### src/rtl/booth_seq_mpy.sv
// Sequential radix-4 Booth multiplier for signed or unsigned WIDTH-bit operands.
// Each operation takes WIDTH/2+1 CALC cycles and uses a valid/ready handshake on both sides.
module booth_seq_mpy #(
  parameter int unsigned WIDTH = 8
) (
  input  logic                 clk,
  input  logic                 rst_n,
  input  logic                 in_valid,
  output logic                 in_ready,
  input  logic [WIDTH-1:0]     a,
  input  logic [WIDTH-1:0]     b,
  input  logic                 is_signed,
  output logic                 out_valid,
  input  logic                 out_ready,
  output logic [2*WIDTH-1:0]   product
);

  localparam int unsigned PW    = 2 * WIDTH;
  localparam int unsigned QW    = WIDTH + 3;
  localparam int unsigned STEPS = WIDTH / 2 + 1;
  localparam int unsigned CW    = $clog2(STEPS);
  localparam logic [CW-1:0] LAST = CW'(STEPS - 1);

  typedef enum logic [1:0] {
    IDLE,
    CALC,
    DONE
  } state_e;

  state_e          state_q, state_d;
  logic            live_q;
  logic [PW-1:0]   acc_q, acc_d;
  logic [PW-1:0]   m_q, m_d;
  logic [QW-1:0]   q_q, q_d;
  logic [CW-1:0]   cnt_q, cnt_d;
  logic [PW-1:0]   prod_q, prod_d;

  logic            a_ext, b_ext;
  logic [PW-1:0]   addend;
  logic [PW-1:0]   sum;

  assign a_ext = is_signed & a[WIDTH-1];
  assign b_ext = is_signed & b[WIDTH-1];

  assign in_ready  = (state_q == IDLE) && live_q;
  assign out_valid = (state_q == DONE);
  assign product   = prod_q;

  // M is kept pre-shifted by 4^i, so the window always reads q_q[2:0]; all
  // arithmetic is modulo 2^(2*WIDTH), which is exact for the true product.
  always_comb begin
    addend = '0;
    unique case (q_q[2:0])
      3'b001, 3'b010: addend = m_q;
      3'b011:         addend = m_q << 1;
      3'b100:         addend = '0 - (m_q << 1);
      3'b101, 3'b110: addend = '0 - m_q;
      default:        addend = '0;
    endcase
  end

  assign sum = acc_q + addend;

  always_comb begin
    state_d = state_q;
    acc_d   = acc_q;
    m_d     = m_q;
    q_d     = q_q;
    cnt_d   = cnt_q;
    prod_d  = prod_q;
    unique case (state_q)
      IDLE: begin
        if (in_valid && in_ready) begin
          state_d = CALC;
          m_d     = {{(PW-WIDTH){a_ext}}, a};
          q_d     = {{2{b_ext}}, b, 1'b0};
          acc_d   = '0;
          cnt_d   = '0;
        end
      end
      CALC: begin
        acc_d = sum;
        m_d   = m_q << 2;
        q_d   = q_q >> 2;
        cnt_d = cnt_q + CW'(1);
        if (cnt_q == LAST) begin
          state_d = DONE;
          prod_d  = sum;
        end
      end
      DONE: begin
        if (out_ready) begin
          state_d = IDLE;
        end
      end
      default: state_d = IDLE;
    endcase
  end

  always_ff @(posedge clk or negedge rst_n) begin
    if (!rst_n) begin
      state_q <= IDLE;
      live_q  <= 1'b0;
      acc_q   <= '0;
      m_q     <= '0;
      q_q     <= '0;
      cnt_q   <= '0;
      prod_q  <= '0;
    end else begin
      state_q <= state_d;
      live_q  <= 1'b1;
      acc_q   <= acc_d;
      m_q     <= m_d;
      q_q     <= q_d;
      cnt_q   <= cnt_d;
      prod_q  <= prod_d;
    end
  end

endmodule
### config.mk
export PLATFORM = sky130hd
export DESIGN_NAME = booth_seq_mpy
export DESIGN_NICKNAME = d
export VERILOG_FILES = /design/src/rtl/booth_seq_mpy.sv
export SDC_FILE = /design/constraint.sdc
export NUM_CORES = 1
export LEC_CHECK = 0
export BUFFER_PORTS_ARGS = -buffer_cell sky130_fd_sc_hd__buf_2
export CAP_MARGIN = 20
export CORE_UTILIZATION = 64
export CTS_CLUSTER_DIAMETER = 120
export DETAILED_ROUTE_END_ITERATION = 7
export PLACE_DENSITY = 0.94
export SLEW_MARGIN = 40
export SYNTH_ARGS = -nofsm -noshare
export SYNTH_HDL_FRONTEND = slang
export SYNTH_SLANG_ARGS = --single-unit
### constraint.sdc
create_clock -name clk -period 6.7 [get_ports clk]
set_input_delay 0.67 -clock clk [delete_from_list [all_inputs] [get_ports clk]]
set_output_delay 0.67 -clock clk [all_outputs]
set_load 0.01 [all_outputs]
==> summary.md, run 1 <==
| Metric | Value |
|---|---|
| Via count of the first global-routing pass | 3,536 |
| Number of sinks on the clock net | 64 |
| Max-slew violation total from the final report | 0 |
| Core outline area | 0.00603 mm^2 |
| Final Hold Viols | 0 |
| Library cell used as clock root buffer | sky130_fd_sc_hd__clkbuf_8 |
| WHS | 0.379 ns |
| Horizontal die dimension | 81.9 um |
| Highest clock rate | 258 MHz |
| Iteration count of the initial detailed-routing pass | 6 |
| Layout Skew | 0.00967 ns |
| Post-CTS repair timing setup buffer count | 0 |
| Syn. warnings | 0 |
| Global route overflow | 0 |
| Total of endpoints with negative setup slack in the final report | 0 |
| Worst endpoint required time | 6.92 ns |
| Growth of design area from synthesis to finish | 8.98% |
| Total length of routed wires | 10,200 um |
| Result of the run | finished, final reports clean |
| Number of nets in the layout | 550 |
| Count of buffers inserted at the top-level ports | 38 |
| Initial antenna violation count | 0 |
| Number of buffers inserted during clock tree synthesis | 9 |
| Fraction of layout cells with a size suffix above 1 | 13.2% |
| Number of standard-cell rows in the floorplan | 28 |
| Average via count per standard cell | 6.31 |
| Post-synthesis average cell area | 8.31 um^2 |
| Post-route ant nets | 0 |
| Net count after synthesis | 531 |
| Cts hold-fix bufs | 0 |
| Cells resized by post-CTS repair | 0 |
| GRT Total Usage | 33.8% |
| Post-Route Setup TNS | 0 ns |
| Iteration-0 DRC count of the detailed router | 444 |
| Clock edge transition at the registers on the reported setup and hold paths | 0.08 ns |
| Filler cell count | 456 |
| Seq cells post-synth | 64 |
| CTS tree | yes |
| Most common cell after layout, fill and taps aside | sky130_fd_sc_hd__nand2_1 |
| Count of pins on the block boundary | 39 |
| Syn Std Cell Area | 0.00408 mm^2 |
| Actual slew at the worst max-slew pin | 0.878 ns |
| Cell variety after synth | 53 |
| Largest fanout on the critical path | 6 |
| H-tree depth | 3 |
| Vias | 3,725 |
| Element type at the critical path end | flop |
| Max-cap violations | 0 |
| Kind of start point of the critical path | flop |
| Clock tree buffer depth | 2 |
| Commonest cells after routing, fill and taps aside | 75 x sky130_fd_sc_hd__nand2_1, 64 x sky130_fd_sc_hd__dfrtp_1, 51 x sky130_fd_sc_hd__o21ai_0 |
| Critical setup path kind | reg2reg |
| RSZ-0062 raised after global routing | false |
| Final Critical Period | 3.87 ns |
| Placement-stage worst setup slack | 2.93 ns |
| Portion of the clock cycle consumed by the worst path in the final layout | 57.8% |
| Die footprint | 0.00670 mm^2 |
| Path class of the lowest-slack min-delay path | in2async |
| Pin count of the biggest net entering global routing | 65 |
| Global-route wire length before repair | 16,800 um |
| Initial cell density of the core | 67.7% |
| Register-to-register setup slack | 2.83 ns |
| Cell count after synthesis | 491 |
| Vertical die dimension | 81.9 um |
| Share of flip-flops with an asynchronous set or reset | 100% |
| Final Worst Setup Slack | 2.83 ns |
| DRC | 0 |
| Routed wire per std cell | 17.3 um |
| Flip-flop cell with the highest count after synthesis | sky130_fd_sc_hd__dfrtp_1 |
| Data arrival time of the worst path | 4.10 ns |
| EDFF count, synth | 0 |
| Half-perimeter wire length after detailed placement | 7000 um |
| GP Congestion | 0.931 |
| Source-to-sink clock delay at the later pin of the worst-skew pair | 0.36 ns |
| Share of the yosys chip area belonging to registers | 39.2% |
| Ant. Diodes | 0 |
| Relative slew slack | 41.3% |
## routing by layer
| metal | vias to the layer above | wire, um | GRT usage (%) |
|---|---|---|---|
| li1 | 1767 | - | - |
| met1 | 1763 | 4420 | 43.8 |
| met2 | 162 | 4730 | 54.1 |
| met3 | 33 | 733 | 4.89 |
| met4 | 0 | 298 | 19.1 |
| met5 | - | 0 | 0 |
## sequential cells by signal, summed over array words and instances (netlist names)
name	count
state_q	2
acc_q	16
live_q	1
q_q	10
product	16
cnt_q	3
m_q	16
## Yosys cell counts, types with 3 or more instances
master                      n  area share [%]
sky130_fd_sc_hd__nand2_1   76             7.0
sky130_fd_sc_hd__clkbuf_1  28             2.6
sky130_fd_sc_hd__a22oi_1   17             3.1
sky130_fd_sc_hd__o31ai_1    4            0.74
sky130_fd_sc_hd__nand2b_1   7             1.1
sky130_fd_sc_hd__and2_1     3            0.46
sky130_fd_sc_hd__a21oi_1   26             3.2
sky130_fd_sc_hd__nand3_1   17             2.1
sky130_fd_sc_hd__dfrtp_1   64              39
sky130_fd_sc_hd__xnor2_1   19             4.1
sky130_fd_sc_hd__xor2_1    12             2.6
sky130_fd_sc_hd__nor2_1    49             4.5
sky130_fd_sc_hd__o21ai_0   51             6.3
sky130_fd_sc_hd__a21o_1     3            0.55
sky130_fd_sc_hd__nor4_1     4            0.61
sky130_fd_sc_hd__nor3_1    10             1.2
sky130_fd_sc_hd__nand4_1    3            0.46
sky130_fd_sc_hd__inv_1     13             1.2
sky130_fd_sc_hd__buf_6      4             1.1
sky130_fd_sc_hd__a31oi_1    3            0.46
sky130_fd_sc_hd__ha_1      18             5.5
sky130_fd_sc_hd__a221oi_1   4            0.86
sky130_fd_sc_hd__o22ai_1   14             2.1
sky130_fd_sc_hd__nor2b_1    4            0.61
sky130_fd_sc_hd__mux2i_1    3            0.74
## metrics by stage
step / util, % / instances / instance area [um^2]
after CTS: 73.7 / 590 / 4440
final: 73.8 / 590 / 4450
after floorplan: - / 491 / 4080
after global routing: 73.8 / 590 / 4450
after global placement: 70.3 / 574 / 4240
after detailed placement: 70.4 / 574 / 4240
## cell type report
type | count | area (um^2) | area share [%]
clock inverters | 5 | 56.3 | 1.27
repair buffers | 42 | 224 | 5.04
multi-input cells | 380 | 2280 | 51.3
well taps | 75 | 93.8 | 2.11
flip-flops and latches | 64 | 1600 | 36.0
clock buffers | 11 | 141 | 3.18
inverters | 13 | 48.8 | 1.10
## worst max-delay path, stage by stage (launching register included)
cell and delay [ns]:
sky130_fd_sc_hd__dfrtp_1 0.44, sky130_fd_sc_hd__inv_1 0.12, sky130_fd_sc_hd__ha_1 0.23, sky130_fd_sc_hd__nor3b_1 0.32, sky130_fd_sc_hd__nand2_1 0.20, sky130_fd_sc_hd__nor4_1 0.26
sky130_fd_sc_hd__xnor2_1 0.21, sky130_fd_sc_hd__a21oi_1 0.11, sky130_fd_sc_hd__o21a_1 0.19, sky130_fd_sc_hd__a21oi_1 0.14, sky130_fd_sc_hd__ha_1 0.33, sky130_fd_sc_hd__a21oi_1 0.23
sky130_fd_sc_hd__nor2_1 0.07, sky130_fd_sc_hd__a211oi_1 0.33, sky130_fd_sc_hd__a32o_1 0.23, sky130_fd_sc_hd__a31oi_1 0.05, sky130_fd_sc_hd__xnor2_1 0.19, sky130_fd_sc_hd__o21ai_0 0.09
## path summary, 6_finish.rpt
path | startpoint | end | cells after the start
worst max-delay path | m_q[0] | product[15] | 17
worst min-delay path | rst_n | q_q[6] | 2
worst max register to register | m_q[0] | product[15] | 17
worst min register to register | product[5] | product[5] | 2
max in group asynchronous | rst_n | acc_q[7] | 2
min in group clk | product[5] | product[5] | 2
## cell families after synthesis
group / share of synthesized area [%]
other: 0.0919
muxes: 1.29
AOI/OAI and AO/OA: 20.6
and+or+nand+nor: 21.1
DFF: 39.2
buffers and inverters: 5.09
xor gates and xnor gates: 6.65
adders and majority gates: 6.01
Power of run 1 is left out: the tool's default activity adds up to more than one toggle a clock period on the data nets, which glitch-free logic cannot reach.
==> run 2, diff against run 1 <==
--- a/config.mk
+++ b/config.mk
@@ -7,10 +7,10 @@
 export LEC_CHECK = 0
 export BUFFER_PORTS_ARGS = -buffer_cell sky130_fd_sc_hd__buf_2
 export CAP_MARGIN = 20
-export CORE_UTILIZATION = 64
+export CORE_UTILIZATION = 54
 export CTS_CLUSTER_DIAMETER = 120
 export DETAILED_ROUTE_END_ITERATION = 7
-export PLACE_DENSITY = 0.94
+export PLACE_DENSITY = 0.86
 export SLEW_MARGIN = 40
 export SYNTH_ARGS = -nofsm -noshare
 export SYNTH_HDL_FRONTEND = slang
==> constraint.sdc (replaced) <==
create_clock -name clk -period 3.25 [get_ports clk]
set_input_delay 0.325 -clock clk [delete_from_list [all_inputs] [get_ports clk]]
set_output_delay 0.325 -clock clk [all_outputs]
set_load 0.01 [all_outputs]
==> summary.md, run 2 (synthesis results as in run 1) <==
| Metric | Value |
|---|---|
| Largest fanout on the critical path | 5 |
| Stage delay of the slowest cell on the critical path | 0.62 ns |
| Max-slew violation total from the final report | 0 |
| Total length of routed wires | 11,900 um |
| Most common cell after layout, fill and taps aside | sky130_fd_sc_hd__nand2_1 |
| Highest clock rate | 292 MHz |
| Reg2Reg Launch Point | m_q[2] |
| Placement-stage worst setup slack | -0.163 ns |
| Result of the run | finished with violations |
| Vias | 4,189 |
| Number of buffers inserted during clock tree synthesis | 9 |
| GRT Total Usage | 31.2% |
| DRC | 0 |
| Cts hold-fix bufs | 0 |
| Final Hold Viols | 0 |
| Pin count of the biggest net entering global routing | 65 |
| Core outline area | 0.00729 mm^2 |
| Kind of start point of the critical path | flop |
| Count of buffers inserted at the top-level ports | 38 |
| Source-to-sink clock delay at the later pin of the worst-skew pair | 0.35 ns |
| Clock edge transition at the registers on the reported setup and hold paths | 0.08 ns |
| Element type at the critical path end | flop |
| Post-Route Utilization | 71.7% |
| Vertical die dimension | 88.9 um |
| Iteration count of the initial detailed-routing pass | 5 |
| Routed wire per std cell | 17.5 um |
| CP Cell Sequence | or4_4 -> nor4_4 -> nand2b_1 -> xnor2_1 -> nand2_1 -> o311ai_0 -> ha_1 -> a21oi_2 -> o21ai_2 -> a21oi_2 -> nor2b_2 -> a311oi_2 -> xor2_1 -> o21ai_1 |
| Average via count per standard cell | 6.19 |
| Post-Layout Cell Count | 677 |
| RSZ-0062 raised after global routing | true |
| Max-cap violations | 0 |
| Fraction of layout cells with a size suffix above 1 | 30.1% |
| Post-route ant nets | 0 |
| WHS | 0.0430 ns |
| Half-perimeter wire length after detailed placement | 7790 um |
| H-tree depth | 3 |
| Actual slew at the worst max-slew pin | 0.644 ns |
| GP Congestion | 0.935 |
| Data arrival time of the worst path | 3.66 ns |
| Filler cell count | 553 |
| Iteration-0 DRC count of the detailed router | 397 |
| Final Worst Setup Slack | -0.172 ns |
| Path class of the lowest-slack min-delay path | in2async |
| Portion of the clock cycle consumed by the worst path in the final layout | 105% |
| Final Critical Period | 3.42 ns |
| Die footprint | 0.00791 mm^2 |
| Number of cells traversed by the worst register-to-register path | 14 |
| Worst path slowest cell | sky130_fd_sc_hd__or4_4 |
| Global-route wire length before repair | 18,600 um |
| Total of endpoints with negative setup slack in the final report | 12 |
| Most common cell on crit path | sky130_fd_sc_hd__a21oi_2 |
| Initial antenna violation count | 0 |
| Global route overflow | 0 |
| Via count of the first global-routing pass | 3,907 |
| Relative slew slack | 57.1% |
| Violated checks | setup timing |
| Layout Skew | 0.0129 ns |
| Number of nets in the layout | 613 |
| Commonest cells after routing, fill and taps aside | 74 x sky130_fd_sc_hd__nand2_1, 65 x sky130_fd_sc_hd__buf_4, 64 x sky130_fd_sc_hd__dfrtp_1 |
| Register-to-register setup slack | -0.17 ns |
| Crit-path leading delay family | simple AND/OR/NAND/NOR gates |
| Initial cell density of the core | 56.0% |
| Ant. Diodes | 0 |
| Critical setup path kind | reg2reg |
| Horizontal die dimension | 88.9 um |
| CTS tree | yes |
| Crit Reg-Reg Endpoint | product[14] |
| Number of sinks on the clock net | 64 |
| Worst endpoint required time | 3.49 ns |
| Placed cell count | 654 |
| Library cell used as clock root buffer | sky130_fd_sc_hd__clkbuf_8 |
| Buffers plus inverters on the worst setup path | 0 |
| Clock tree buffer depth | 2 |
| Number of standard-cell rows in the floorplan | 31 |
| Growth of design area from synthesis to finish | 28.1% |
| Count of pins on the block boundary | 39 |
-- run 2: cell count changes in the layout (fill, tap and decap cells not counted), moves of 4 or more --
| cell | delta |
|---|---|
| sky130_fd_sc_hd__ha_1 | -5 |
| sky130_fd_sc_hd__o21ai_2 | +4 |
| sky130_fd_sc_hd__o21ai_1 | +12 |
| sky130_fd_sc_hd__buf_4 | +62 |
| sky130_fd_sc_hd__a21oi_2 | +8 |
| sky130_fd_sc_hd__inv_6 | +4 |
| sky130_fd_sc_hd__o21ai_0 | -16 |
| sky130_fd_sc_hd__a21oi_1 | -8 |
-- run 2: per-layer routing --
metal  vias up  GRT usage (%)  routed length (um)
met1      2013           39.3                4930
met3        59           4.06                 719
met2       215           52.9                5640
met5         -              0                   0
li1       1902              -                   -
met4         0           16.3                 566
-- run 2: worst reg2reg max path, stage by stage, from the launching register on --
cell and delay, ns:
sky130_fd_sc_hd__dfrtp_1 0.41, sky130_fd_sc_hd__or4_4 0.62, sky130_fd_sc_hd__nor4_4 0.26, sky130_fd_sc_hd__nand2b_1 0.16
sky130_fd_sc_hd__xnor2_1 0.12, sky130_fd_sc_hd__nand2_1 0.08, sky130_fd_sc_hd__o311ai_0 0.14, sky130_fd_sc_hd__ha_1 0.37
sky130_fd_sc_hd__a21oi_2 0.21, sky130_fd_sc_hd__o21ai_2 0.10, sky130_fd_sc_hd__a21oi_2 0.15, sky130_fd_sc_hd__nor2b_2 0.06
sky130_fd_sc_hd__a311oi_2 0.28, sky130_fd_sc_hd__xor2_1 0.25, sky130_fd_sc_hd__o21ai_1 0.10
-- run 2: area by class of cell --
cell class / count / area [um^2] / share of cell area, %
clock buffers: 10 / 138 / 2.63
clock inverters: 6 / 72.6 / 1.39
inverters: 13 / 48.8 / 0.933
multi-input cells: 380 / 2540 / 48.6
flip-flops and latches: 64 / 1600 / 30.6
well taps: 99 / 124 / 2.37
repair buffers: 105 / 701 / 13.4
-- run 2: worst max path at each step --
| stage | start | endpoint | slack [ns] | cells past startpoint |
|---|---|---|---|---|
| global placement | m_q[6] | product[14] | -0.04 | 15 |
| floorplan | q_q[2] | product[12] | 0.0003 | 14 |
| detailed placement | m_q[0] | product[14] | -0.16 | 15 |
| global route | m_q[2] | acc_q[14] | -0.31 | 16 |
| finish | m_q[2] | product[14] | -0.17 | 14 |
| CTS | m_q[2] | product[14] | -0.04 | 16 |
-- run 2: what timing repair did --
item,in CTS,in global routing
setup buffers,2,5
gates resized for setup,29,37
pin swaps,7,22
endpoints found under the setup margin,14,20
-- run 2: per-stage QoR --
| stage | cell area [um^2] | TNS (ns) |
|---|---|---|
| after floorplan | 4100 | 0 |
| after global placement | 4710 | -0.0925 |
| after detailed placement | 4710 | -0.780 |
| after CTS | 5050 | -0.148 |
| after global routing | 5230 | -3.17 |
| final | 5230 | -0.920 |
Power of run 2 is left out for the same reason.
